`config.mk`:
```
export PLATFORM = sky130hd
export DESIGN_NAME = fetch_unit
export DESIGN_NICKNAME = d
export VERILOG_FILES = /design/src/rtl/fetch_unit.sv
export SDC_FILE = /design/constraint.sdc
export NUM_CORES = 1
export LEC_CHECK = 0
export CAP_MARGIN = 20
export CORE_ASPECT_RATIO = 1.75
export CORE_MARGIN = 4
export CORE_UTILIZATION = 50
export CTS_CLUSTER_DIAMETER = 120
export DETAILED_ROUTE_END_ITERATION = 10
export GPL_TIMING_DRIVEN = 0
export HOLD_SLACK_MARGIN = 0.06
export PLACE_DENSITY_LB_ADDON = 0.08
export SYNTH_ARGS = -nofsm -noshare
export SYNTH_HDL_FRONTEND = slang
export SYNTH_SLANG_ARGS = --single-unit
```
`constraint.sdc`:
```
create_clock -name clk -period 4.15 [get_ports clk]
set_clock_uncertainty 0.05 [all_clocks]
set_input_delay 1.245 -clock clk [delete_from_list [all_inputs] [get_ports clk]]
set_output_delay 1.245 -clock clk [all_outputs]
set_load 0.005 [all_outputs]
```
`src/rtl/fetch_unit.sv`:
```
// -----------------------------------------------------------------------------
// fetch_unit
//
// Instruction fetch front end. Issues sequential word fetches to instruction
// memory over a req/ack handshake, buffers the returned words in a DEPTH-entry
// prefetch FIFO and hands them to decode over a valid/ready interface.
// Redirects (branches/jumps) flush the FIFO and discard any response that is
// still in flight for the old path. An access fault is delivered as a tagged
// entry and stops further fetching until the next redirect.
//
// Ports
//   clk            clock, all state changes on the rising edge
//   rst            synchronous active-high reset
//   inst_re        fetch request (registered)
//   inst_addr      fetch address (registered, word aligned)
//   inst_ack       memory response valid this cycle
//   inst_err       access fault, qualified by inst_ack
//   inst           fetched word, qualified by inst_ack
//   redirect       flush the buffer and restart fetch at redirect_addr
//   redirect_addr  new fetch PC, bits [1:0] are treated as zero
//   fe_valid       FIFO head valid
//   fe_ready       decode accepts the head this cycle
//   fe_inst        head instruction word
//   fe_pc          head PC
//   fe_err         head carries an access fault
//
// DEPTH must be a power of two and at least 2 so the FIFO pointers wrap
// naturally at their bit width.
// -----------------------------------------------------------------------------
module fetch_unit #(
    parameter int unsigned     XLEN       = 32,
    parameter int unsigned     DEPTH      = 4,
    parameter logic [XLEN-1:0] RESET_ADDR = '0
) (
    input  logic            clk,
    input  logic            rst,

    output logic            inst_re,
    output logic [XLEN-1:0] inst_addr,
    input  logic            inst_ack,
    input  logic            inst_err,
    input  logic [31:0]     inst,

    input  logic            redirect,
    input  logic [XLEN-1:0] redirect_addr,

    output logic            fe_valid,
    input  logic            fe_ready,
    output logic [31:0]     fe_inst,
    output logic [XLEN-1:0] fe_pc,
    output logic            fe_err
);

    localparam int unsigned     PTR_W    = (DEPTH > 1) ? $clog2(DEPTH) : 1;
    localparam int unsigned     CNT_W    = $clog2(DEPTH + 1);
    localparam logic [CNT_W-1:0] CNT_FULL = CNT_W'(DEPTH);

    // Force a fetch address onto a word boundary.
    function automatic logic [XLEN-1:0] align_word(input logic [XLEN-1:0] a);
        return {a[XLEN-1:2], 2'b00};
    endfunction

    // Next sequential word address; wraps modulo 2^XLEN.
    function automatic logic [XLEN-1:0] next_word(input logic [XLEN-1:0] a);
        return a + XLEN'(4);
    endfunction

    // ------------------------------------------------------------------
    // Control state
    // ------------------------------------------------------------------
    logic [XLEN-1:0]  r_fetch_pc;
    logic [XLEN-1:0]  r_inst_addr;
    logic             r_req;
    logic             r_discard;
    logic             r_halt;
    logic [CNT_W-1:0] r_count;
    logic [PTR_W-1:0] r_rd_ptr;
    logic [PTR_W-1:0] r_wr_ptr;

    // FIFO storage (data only, not reset)
    logic [31:0]      r_fifo_inst [DEPTH];
    logic [XLEN-1:0]  r_fifo_pc   [DEPTH];
    logic             r_fifo_err  [DEPTH];

    // ------------------------------------------------------------------
    // Next-state decode
    // ------------------------------------------------------------------
    logic             w_accept;
    logic             w_hold;
    logic             w_push;
    logic             w_pop;
    logic [CNT_W-1:0] w_count_next;
    logic             w_halt_next;
    logic             w_discard_next;
    logic [XLEN-1:0]  w_fetch_pc_next;
    logic             w_req_next;
    logic [XLEN-1:0]  w_addr_next;
    logic [PTR_W-1:0] w_rd_ptr_next;
    logic [PTR_W-1:0] w_wr_ptr_next;

    // A response counts only while our request is up; a stray ack is ignored.
    assign w_accept = r_req & inst_ack;
    // Request is up and memory has not answered yet: it must stay stable.
    assign w_hold   = r_req & ~inst_ack;
    // A redirect in the same cycle wins over both push and pop, and a
    // response belonging to a flushed path is never stored.
    assign w_push   = w_accept & ~r_discard & ~redirect;
    assign w_pop    = (r_count != '0) & fe_ready & ~redirect;

    always_comb begin
        w_count_next    = r_count;
        w_halt_next     = r_halt;
        w_discard_next  = r_discard;
        w_fetch_pc_next = r_fetch_pc;
        w_rd_ptr_next   = r_rd_ptr;
        w_wr_ptr_next   = r_wr_ptr;

        if (redirect) begin
            w_count_next    = '0;
            w_halt_next     = 1'b0;
            w_fetch_pc_next = align_word(redirect_addr);
            w_rd_ptr_next   = '0;
            w_wr_ptr_next   = '0;
            // The held request will still be answered by memory; remember to
            // drop that answer. An answer arriving right now is dropped here.
            w_discard_next  = w_hold;
        end else begin
            if (w_accept) begin
                w_discard_next = 1'b0;
            end
            if (w_push) begin
                w_fetch_pc_next = next_word(r_fetch_pc);
                w_wr_ptr_next   = r_wr_ptr + PTR_W'(1);
                if (inst_err) begin
                    w_halt_next = 1'b1;
                end
            end
            if (w_pop) begin
                w_rd_ptr_next = r_rd_ptr + PTR_W'(1);
            end
            if (w_push && !w_pop) begin
                w_count_next = r_count + CNT_W'(1);
            end else if (!w_push && w_pop) begin
                w_count_next = r_count - CNT_W'(1);
            end
        end

        // A request that is still waiting keeps its address untouched; a new
        // one is only raised when there is space for its answer. Because the
        // count can only grow on an ack, a held request never meets a full
        // FIFO.
        if (w_hold) begin
            w_req_next  = 1'b1;
            w_addr_next = r_inst_addr;
        end else begin
            w_req_next  = !w_halt_next && (w_count_next < CNT_FULL);
            w_addr_next = w_fetch_pc_next;
        end
    end

    // ------------------------------------------------------------------
    // Control registers
    // ------------------------------------------------------------------
    always_ff @(posedge clk) begin
        if (rst) begin
            r_fetch_pc  <= RESET_ADDR;
            r_inst_addr <= RESET_ADDR;
            r_req       <= 1'b0;
            r_discard   <= 1'b0;
            r_halt      <= 1'b0;
            r_count     <= '0;
            r_rd_ptr    <= '0;
            r_wr_ptr    <= '0;
        end else begin
            r_fetch_pc  <= w_fetch_pc_next;
            r_inst_addr <= w_addr_next;
            r_req       <= w_req_next;
            r_discard   <= w_discard_next;
            r_halt      <= w_halt_next;
            r_count     <= w_count_next;
            r_rd_ptr    <= w_rd_ptr_next;
            r_wr_ptr    <= w_wr_ptr_next;
        end
    end

    // ------------------------------------------------------------------
    // FIFO storage write
    // ------------------------------------------------------------------
    always_ff @(posedge clk) begin
        if (w_push && !rst) begin
            r_fifo_inst[r_wr_ptr] <= inst;
            r_fifo_pc[r_wr_ptr]   <= r_inst_addr;
            r_fifo_err[r_wr_ptr]  <= inst_err;
        end
    end

    // ------------------------------------------------------------------
    // Outputs
    // ------------------------------------------------------------------
    assign inst_re   = r_req;
    assign inst_addr = r_inst_addr;

    // The head is read straight from storage: an entry written at an edge is
    // first visible after that edge, so there is no same-cycle bypass.
    assign fe_valid  = (r_count != '0);
    assign fe_inst   = r_fifo_inst[r_rd_ptr];
    assign fe_pc     = r_fifo_pc[r_rd_ptr];
    assign fe_err    = r_fifo_err[r_rd_ptr];

endmodule

```
==> reports/metrics.csv, run 1 <==
stage,metric,value,unit
status,outcome,"finished, final reports clean",
synthesis,synthesized area,12700,um2
setup_path,critical path class,reg2out,
setup_path,CP top delay family,buffers and inverters,
die,IO Count,169,
die,die area,28200,um2
timing,Final Setup Violations,0,
setup_path,Slowest cell on crit path,clkbuf_1,
synthesis,"top cells by area, synth","edfxtp_1, dfxtp_1, mux4_2",
pwr,Pwr Density,419,nW/um2
timing,maximum clock rate,249,MHz
pwr,Internal,5.27,mW
clocking,CTS Buf Count,29,
routing,Pre-antenna DRT Iters,7,
timing,Final Hold Viols,0,
worst_hold_path,Hold Path Class,reg2reg,
grt,Congestion Overflow GR,0,
pwr,Max VDD drop,387,uV
die,row count,77,
synthesis,Synth top cells by count,"edfxtp_1, dfxtp_1, mux4_2, nor2_1, o21ai_0",
synthesis,ys flop type,edfxtp_1,
die,die height,219,um
cells_and_area,share of cells above drive strength 1,0.146,
pwr,leakage power,5.01,nW
timing,Slew @ Worst Pin,0.839,ns
clocking,clk root buf,clkbuf_16,
synthesis,"flops & latches, synth",336,
synthesis,Syn Area/Cell,17.5,um2
pwr,overall power,6.64,mW
timing,"Min Clock Period, post-route",4.02,ns
timing,Max Transition Viols Final,0,
synthesis,Synth warnings,0,
clocking,Post-CTS Resized,24,
synthesis,Yosys top cell area share,0.613,
setup_path,worst path bufs/invs,3,
routing,Residual DRC,0,
placed_design,dpl hpwl,18700,um
grt,initial antenna violation count,0,
pwr,Clock power frac,0.383,
synthesis,sequential-to-total area share from yosys stat,0.732,
pwr,Net Sw Frac,0.206,
cells_and_area,ANT cells,0,
die,initial core utilization,0.505,
setup_path,CP Cell Sequence,"clkbuf_1, clkbuf_2, mux4_2, clkdlybuf4s50_1",
placed_design,GPL Wtd Cong,0.875,
clocking,Post-CTS Setup Inserts,0,
clocking,CTS hold repair buffers,0,
cells_and_area,post-synthesis to final-layout area growth,24.4,%
grt,Total GRT Usage,0.200,
clocking,clock-pin slew on the worst setup and hold paths,0.06,ns
grt,largest net degree at the start of global routing,41,
die,Die X,129,um
pwr,Logic pwr share,0.051,
synthesis,post-synth net total,809,
routing,Via density,5.67,
setup_path,Setup crit end kind,output port,
routing,Post-DRT Antenna Nets,0,
pwr,Net Sw Power,1.37,mW
setup_path,CP Data Arrival Time,2.72,ns
timing,fin crit share,0.968,
synthesis,Synth Instances,729,
routing,WL/cell,22.1,um
synthesis,fraction of registers with async set/reset,0,
routing,Vias,7200,
cells_and_area,nets@finish,1011,
clocking,clk sinks,336,
synthesis,"EDFF count, synth",260,
grt,first-pass GRT wire length,43100,um
cells_and_area,Final Instance Count excl. Fillers,1270,
setup_path,startpoint types,flip-flop,
setup_path,Crit Path Max Fanout,10,
job,maxcap violations,0,
clocking,Longest Clk Path Bufs,3,
clocking,clk_lat worst skew,0.56,ns
clocking,CTS tree,done,
timing,Rel. slew slack,0.441,
synthesis,Cell variety after synth,43,
routing,Total Routed Length,28100,um
clocking,H-tree depth,1,
setup_path,Max stage delay on crit path,0.52,ns
grt,vias in the first global route,7786,
pwr,Seq pwr share,0.566,
placed_design,Placed Cells,1216,
placed_design,PortBufs,166,
routing,DR iter-0 viols,516,
die,area of the core,25200,um2
synthesis,leading area contributor after synthesis,edfxtp_1,
timing,WHS,0.419,ns
setup_path,CP required,2.85,ns
synthesis,"count leader, synth",edfxtp_1,
[final timing paths]
kind | from | endpoint | slack [ns] | cells after the start
max | flip-flop | fe_pc[16] | 0.13 | 4
min reg2reg | r_fetch_pc[1] | r_fetch_pc[1] | 0.42 | 1
max reg2reg | inst_re | r_fifo_pc[3][19] | 1.63 | 4
min | r_fetch_pc[1] | r_fetch_pc[1] | 0.42 | 1
[per-stage QoR]
stage / util / setup WS (ns) / area (um2) / TNS (ns)
detailed placement: 0.592 / -0.120 / 14900 / -1.26
floorplan: - / 0.411 / 12700 / 0
CTS: 0.628 / 0.00380 / 15800 / 0
finish: 0.628 / 0.132 / 15800 / 0
global placement: 0.586 / -1.77 / 14800 / -455.32
global route: 0.628 / -0.00573 / 15800 / -0.0101
[metal layers]
layer / track usage / share of wire / vias up
met5: 0 / 0 / -
li1: - / - / 3286
met4: 0.0736 / 0.032 / 0
met2: 0.371 / 0.55 / 214
met3: 0.0236 / 0.041 / 47
met1: 0.235 / 0.37 / 3653
[logic make-up after synthesis]
| group | share of synthesized area |
|---|---|
| muxes | 0.116 |
| adders and majority gates | 0.00982 |
| DFF | 0.732 |
| and+or+nand+nor | 0.0569 |
| AOI/OAI and AO/OA | 0.0488 |
| xor gates and xnor gates | 0.0213 |
| buffers and inverters | 0.0144 |
[layout by cell type, fill, tap and decap left out, types with 2 or more instances in the layout]
cell	Yosys	layout
a211oi_1	23	23
a21oi_1	9	9
a22o_1	2	2
a22oi_1	21	21
and2_1	3	3
and3_1	6	2
and3_4	0	4
buf_16	0	4
buf_2	0	5
clkbuf_1	27	33
clkbuf_16	0	29
clkbuf_2	0	4
clkbuf_4	0	3
clkbuf_8	0	6
clkdlybuf4s50_1	0	166
clkinv_1	0	4
clkinv_2	0	3
dfxtp_1	76	76
edfxtp_1	260	260
ha_1	10	10
inv_1	11	11
mux2i_1	2	2
mux4_2	65	65
nand2_1	27	27
nand2b_1	3	3
nand3_1	11	11
nand4_1	11	11
nor2_1	49	49
nor2b_1	4	4
nor3_1	5	5
nor3_2	7	7
nor4_1	5	5
o21ai_0	32	32
o22a_1	2	2
or2_2	3	3
or4_1	2	2
xnor2_1	20	20
xor2_1	11	11
[registers in the layout (all words and copies together) (netlist names), named ones only]
name         count
r_fifo_inst    128
r_fifo_pc      128
inst_addr       32
r_fetch_pc      32
r_fifo_err       4
r_count          3
r_rd_ptr         2
r_wr_ptr         2
inst_re          1
r_discard        1
r_halt           1
[power by group through the flow]
stage	sequential, mW	combinational, mW	clock [mW]
after floorplan	3.81	0.128	0
after global placement	3.82	0.326	0
after detailed placement	3.83	0.337	0
after CTS	3.76	0.340	2.61
after global routing	3.76	0.364	2.74
final	3.75	0.337	2.54
[worst register-to-register path: stages, from the launching register on]
cell and delay [ns]:
dfxtp_1 0.48, nand2_1 0.08, nor2_1 0.61, and3_4 0.66, buf_16 0.31
[cell type report]
type / instances / area, um2
Clock inverter: 9 / 46.3
Inverter: 12 / 45.0
Timing Repair Buffer: 171 / 1780
Tap cell: 316 / 395
Clock buffer: 45 / 846
Buffer: 36 / 160
Sequential cell: 336 / 9330
Fill cell: 1863 / 9400
Multi-Input combinational cell: 345 / 3250
No activity file was read; power rests on OpenSTA's default activity.
==> run 2, diff against run 1 <==
--- a/config.mk
+++ b/config.mk
@@ -9,7 +9,7 @@
 export CORE_ASPECT_RATIO = 1.75
 export CORE_MARGIN = 4
 export CORE_UTILIZATION = 50
-export CTS_CLUSTER_DIAMETER = 120
+export CTS_CLUSTER_DIAMETER = 40
 export DETAILED_ROUTE_END_ITERATION = 10
 export GPL_TIMING_DRIVEN = 0
 export HOLD_SLACK_MARGIN = 0.06
==> constraint.sdc (replaced) <==
create_clock -name clk -period 4.15 [get_ports clk]
set_clock_uncertainty 0.05 [all_clocks]
set_input_delay 1.245 -clock clk [delete_from_list [all_inputs] [get_ports clk]]
set_output_delay 1.245 -clock clk [all_outputs]
set_load 0.01 [all_outputs]
==> reports/metrics.csv, run 2 (synthesis gave the netlist of run 1 again) <==
stage,metric,value,unit,change
status,outcome,"finished, final reports clean",,unchanged
timing,fin crit share,0.967,,was 0.968
timing,RSZ-0062 raised after global routing,yes,,
grt,initial antenna violation count,0,,unchanged
routing,Residual DRC,0,,unchanged
setup_path,Setup crit end kind,output port,,unchanged
routing,DR iter-0 viols,553,,was 516
timing,Final Setup Violations,0,,unchanged
cells_and_area,most frequent cells in the layout,"edfxtp_1, clkdlybuf4s50_1, dfxtp_1",,unchanged
die,die area,28200,um2,unchanged
timing,"Min Clock Period, post-route",4.01,ns,was 4.02 ns
clocking,clk sinks,336,,unchanged
setup_path,CP required,2.85,ns,about the same
grt,Total GRT Usage,0.200,,about the same
die,area of the core,25200,um2,unchanged
routing,Vias,7277,,"was 7,200"
die,initial core utilization,0.505,,unchanged
clocking,clk_lat worst skew,0.55,ns,was 0.56 ns
timing,Max Transition Viols Final,0,,unchanged
die,die height,219,um,unchanged
die,row count,77,,unchanged
cells_and_area,biggest regs,"r_fifo_inst x128, r_fifo_pc x128",,unchanged
pwr,leakage power,5.08,nW,was 5.01 nW
cells_and_area,post-synthesis to final-layout area growth,25.5,%,was 24.4%
timing,Final Hold Viols,0,,unchanged
placed_design,Placed Cells,1216,,unchanged
grt,Congestion Overflow GR,0,,unchanged
timing,Slew @ Worst Pin,0.848,ns,was 0.839 ns
job,maxcap violations,0,,unchanged
clocking,Post-CTS Setup Inserts,0,,unchanged
cells_and_area,nets@finish,1013,,"was 1,011"
grt,largest net degree at the start of global routing,41,,unchanged
cells_and_area,area of the multi-input gates,3250,um2,unchanged
routing,Total Routed Length,28100,um,about the same
placed_design,dpl hpwl,18700,um,unchanged
cells_and_area,Final Instance Count excl. Fillers,1273,,"was 1,270"
clocking,clock-pin slew on the worst setup and hold paths,0.07,ns,was 0.06 ns
cells_and_area,final core occ,0.634,,was 0.628
cells_and_area,share of cells above drive strength 1,0.152,,was 0.146
grt,vias in the first global route,7812,,"was 7,786"
setup_path,CP Data Arrival Time,2.72,ns,about the same
placed_design,GPL Wtd Cong,0.875,,unchanged
clocking,CTS Buf Count,31,,was 29
cells_and_area,"commonest non-fill, non-tap cell in the layout",edfxtp_1,,unchanged
setup_path,startpoint types,flip-flop,,unchanged
pwr,Max VDD drop,387,uV,about the same
cells_and_area,Seq. cell area,9330,um2,unchanged
routing,Via density,5.72,,was 5.67
pwr,overall power,6.98,mW,was 6.64 mW
pwr,Pwr Density,437,nW/um2,was 419 nW/um2
cells_and_area,FILL cells,1851,,"was 1,863"
die,IO Count,169,,unchanged
routing,WL/cell,22.1,um,about the same
placed_design,PortBufs,166,,unchanged
clocking,CTS tree,done,,unchanged
routing,Post-DRT Antenna Nets,0,,unchanged
timing,Rel. slew slack,0.435,,was 0.441
timing,maximum clock rate,249,MHz,about the same
clocking,clk root buf,clkbuf_16,,unchanged
clocking,Longest Clk Path Bufs,3,,unchanged
die,Die X,129,um,unchanged
grt,first-pass GRT wire length,43300,um,"was 43,100 um"
clocking,H-tree depth,1,,unchanged
setup_path,Crit Path Max Fanout,10,,unchanged
cells_and_area,ANT cells,0,,unchanged
routing,Pre-antenna DRT Iters,5,,was 7
worst_hold_path,Hold Path Class,reg2reg,,unchanged
clocking,CTS hold repair buffers,0,,unchanged
setup_path,critical path class,reg2out,,unchanged
==> run 2: final timing paths <==
path                               startpoint          endpoint  slack (ns)  depth (start not counted)
worst max-delay path                flip-flop       fe_inst[12]        0.14                          4
worst min-delay path            r_fetch_pc[1]     r_fetch_pc[1]        0.42                          1
worst max register to register        inst_re  r_fifo_pc[2][18]        1.63                          4
worst min register to register  r_fetch_pc[1]     r_fetch_pc[1]        0.42                          1
==> run 2: metrics by stage <==
stage	TNS [ns]	worst slack (ns)	hold slack, ns	area [um2]
after CTS	0	0.00591	0.420	16000
after global routing	-0.415	-0.0387	0.453	16000
after detailed placement	-2.12	-0.151	0.402	14900
after floorplan	0	0.408	0.374	12700
after global placement	-456.06	-1.77	0.387	14800
final	0	0.139	0.419	16000
==> run 2: cell type report <==
| cell class | count | area share |
|---|---|---|
| Sequential cell | 336 | 0.583 |
| Multi-Input combinational cell | 345 | 0.203 |
| Timing Repair Buffer | 171 | 0.111 |
| Clock buffer | 44 | 0.0534 |
| Tap cell | 316 | 0.0247 |
| Clock inverter | 13 | 0.0115 |
| Buffer | 36 | 0.0101 |
| Inverter | 12 | 0.00282 |
==> run 2: worst max-delay path, stage by stage, from the launching register on <==
cell	delay, ns
dfxtp_1	0.34
clkbuf_2	0.34
buf_2	0.41
mux4_2	0.57
clkdlybuf4s50_1	0.50
==> run 2: per-layer routing <==
layer | share of wire | routed length, um | vias up | GRT usage
met2 | 0.55 | 15500 | 215 | 0.369
met4 | 0.034 | 951 | 0 | 0.0764
met1 | 0.37 | 10300 | 3720 | 0.234
met5 | 0 | 0 | - | 0
met3 | 0.045 | 1270 | 56 | 0.0258
li1 | - | - | 3286 | -
==> run 2: power by group <==
group          leakage (nW)  switching, mW  internal (mW)
Combinational          1.60          0.169          0.183
Clock                 0.502           1.19           1.69
Sequential             2.98         0.0659           3.69
==> run 2: repair_timing <==
item | 4_1_cts | 5_1_grt
gates resized for setup | 28 | 3
gates cloned | 0 | 0
endpoints found under the setup margin | 50 | 38
==> run 3, diff against run 2 <==
==> constraint.sdc (replaced) <==
create_clock -name clk -period 3.9 [get_ports clk]
set_clock_uncertainty 0.05 [all_clocks]
set_input_delay 1.17 -clock clk [delete_from_list [all_inputs] [get_ports clk]]
set_output_delay 1.17 -clock clk [all_outputs]
set_load 0.01 [all_outputs]
==> reports/metrics.csv, run 3 (synthesis gave the netlist of run 1 again) <==
stage,metric,value,unit,change
clocking,clk root buf,clkbuf_16,,unchanged
setup_path,startpoint types,flip-flop,,unchanged
grt,Congestion Overflow GR,0,,unchanged
clocking,CTS tree,done,,unchanged
grt,first-pass GRT wire length,43300,um,about the same
timing,Rel. slew slack,0.479,,was 0.435
timing,"Min Clock Period, post-route",3.77,ns,
placed_design,Placed Cells,1216,,unchanged
die,die height,219,um,unchanged
setup_path,Worst R2R Start,inst_re,,unchanged
pwr,leakage power,5.08,nW,about the same
timing,maximum clock rate,265,MHz,
cells_and_area,final core occ,0.634,,about the same
cells_and_area,biggest regs,"r_fifo_inst x128, r_fifo_pc x128",,unchanged
cells_and_area,share of cells above drive strength 1,0.153,,was 0.152
grt,Total GRT Usage,0.200,,about the same
cells_and_area,ANT cells,0,,unchanged
timing,fin crit share,0.967,,
placed_design,pre-CTS WS,-0.326,ns,was -0.151 ns
clocking,H-tree depth,1,,unchanged
cells_and_area,Final Instance Count excl. Fillers,1273,,unchanged
grt,largest net degree at the start of global routing,41,,unchanged
cells_and_area,most frequent cells in the layout,"edfxtp_1, clkdlybuf4s50_1, dfxtp_1",,unchanged
status,outcome,"finished, final reports clean",,unchanged
routing,Post-DRT Antenna Nets,0,,unchanged
timing,Max Transition Viols Final,0,,unchanged
routing,WL/cell,22.1,um,about the same
setup_path,CP Data Arrival Time,2.55,ns,was 2.72 ns
setup_path,R2R setup slack,1.38,ns,was 1.63 ns
timing,WHS,0.419,ns,about the same
placed_design,PortBufs,166,,unchanged
setup_path,CP required,2.68,ns,was 2.85 ns
clocking,Longest Clk Path Bufs,3,,unchanged
setup_path,r2r endpoint,r_fifo_pc[2][18],,unchanged
routing,Residual DRC,0,,unchanged
timing,Final WS setup,0.129,ns,was 0.139 ns
setup_path,Setup crit end kind,output port,,unchanged
worst_hold_path,HP Start,r_fetch_pc[1],,unchanged
clocking,clock-pin slew on the worst setup and hold paths,0.07,ns,about the same
die,initial core utilization,0.505,,unchanged
routing,Vias,7236,,"was 7,277"
job,maxcap violations,0,,unchanged
cells_and_area,nets@finish,1013,,unchanged
timing,Final Setup Violations,0,,unchanged
worst_hold_path,Hold Path Class,reg2reg,,unchanged
cells_and_area,FILL cells,1850,,"was 1,851"
setup_path,CP Cell Sequence,"clkbuf_4, buf_4, mux4_2, clkdlybuf4s50_1",,"was clkbuf_2, buf_2, mux4_2, clkdlybuf4s50_1"
timing,Slew @ Worst Pin,0.779,ns,was 0.848 ns
worst_hold_path,Hold EP,r_fetch_pc[1],,unchanged
routing,Total Routed Length,28100,um,about the same
placed_design,GPL Wtd Cong,0.875,,unchanged
die,IO Count,169,,unchanged
pwr,Max VDD drop,412,uV,was 387 uV
routing,Pre-antenna DRT Iters,5,,unchanged
die,area of the core,25200,um2,unchanged
clocking,clk sinks,336,,unchanged
routing,DR iter-0 viols,520,,was 553
timing,RSZ-0062 raised after global routing,no,,was yes
cells_and_area,post-synthesis to final-layout area growth,25.6,%,was 25.5%
placed_design,dpl hpwl,18700,um,unchanged
setup_path,critical path class,reg2out,,unchanged
grt,initial antenna violation count,0,,unchanged
clocking,CTS Buf Count,31,,unchanged
routing,Via density,5.68,,was 5.72
cells_and_area,"commonest non-fill, non-tap cell in the layout",edfxtp_1,,unchanged
pwr,Pwr Density,465,nW/um2,was 437 nW/um2
die,die area,28200,um2,unchanged
worst_hold_path,cell depth of the worst hold path,1,,unchanged
clocking,clk_lat worst skew,0.55,ns,about the same
timing,Final Hold Viols,0,,unchanged
die,row count,77,,unchanged
die,Die X,129,um,unchanged
grt,vias in the first global route,7821,,"was 7,812"
setup_path,Slowest cell on crit path,mux4_2,,unchanged
clocking,Post-CTS Setup Inserts,0,,unchanged
setup_path,Max stage delay on crit path,0.58,ns,was 0.57 ns
clocking,CTS hold repair buffers,0,,unchanged
setup_path,Crit Path Max Fanout,10,,unchanged
setup_path,Reg2Reg Depth,4,,unchanged
run 3: changes by cell type in the layout (fill, tap and decap cells not counted):
cell and change:
buf_4 +3, buf_2 -2, clkbuf_1 -1
run 3: cell type report:
class,count,area (um2),share of cell area
buffer,36,170,0.0106
clock buffer,44,855,0.0534
clock inverter,13,184,0.0115
inverter,12,45.0,0.00281
multi-input combinational,345,3250,0.203
sequential,336,9330,0.583
tap,316,395,0.0247
timing repair buffer,171,1780,0.111
run 3: metal layers:
| metal | share of wire | wire [um] | track usage | vias to the layer above |
|---|---|---|---|---|
| met3 | 0.044 | 1230 | 0.0258 | 57 |
| met1 | 0.37 | 10300 | 0.234 | 3677 |
| li1 | - | - | - | 3288 |
| met4 | 0.034 | 956 | 0.0764 | 0 |
| met5 | 0 | 0 | 0 | - |
| met2 | 0.55 | 15600 | 0.370 | 214 |
run 3: worst max-delay path by stage:
stage                    from               end  slack (ns)  cells after the start
CTS                 flip-flop          fe_pc[8]        0.06                      4
global route        flip-flop          fe_pc[8]        0.01                      4
global placement     inst_ack  r_fifo_pc[0][18]       -1.95                      4
detailed placement  flip-flop         fe_pc[14]       -0.33                      4
floorplan            inst_ack     r_fifo_err[0]        0.23                      3
finish              flip-flop          fe_pc[8]        0.13                      4
run 3: power by group:
| part | internal (mW) | switching [mW] | leakage, nW | total [mW] |
|---|---|---|---|---|
| clock | 1.80 | 1.27 | 0.502 | 3.06 |
| combinational | 0.195 | 0.180 | 1.60 | 0.375 |
| sequential | 3.93 | 0.0700 | 2.98 | 4.00 |
| total | 5.92 | 1.52 | 5.08 | 7.43 |
run 3: through the flow:
step,cell area [um2],setup TNS [ns],power [mW]
global route,16000,0,7.68
floorplan,12700,0,4.20
detailed placement,14900,-10.68,4.45
global placement,14800,-510.00,4.43
finish,16000,0,7.43
CTS,16000,0,7.50
run 3: worst max-delay path, delay by kind of cell, from the launching register on:
kind,cells,cell delay [ns]
mux,1,0.58
flops,1,0.34
buf+inv,3,1.07
run 3: repair_timing:
| action | CTS | global route |
|---|---|---|
| setup endpoints to repair | 65 | 0 |
| resized for setup | 34 | 0 |
| hold endpoints to repair | 0 | 0 |
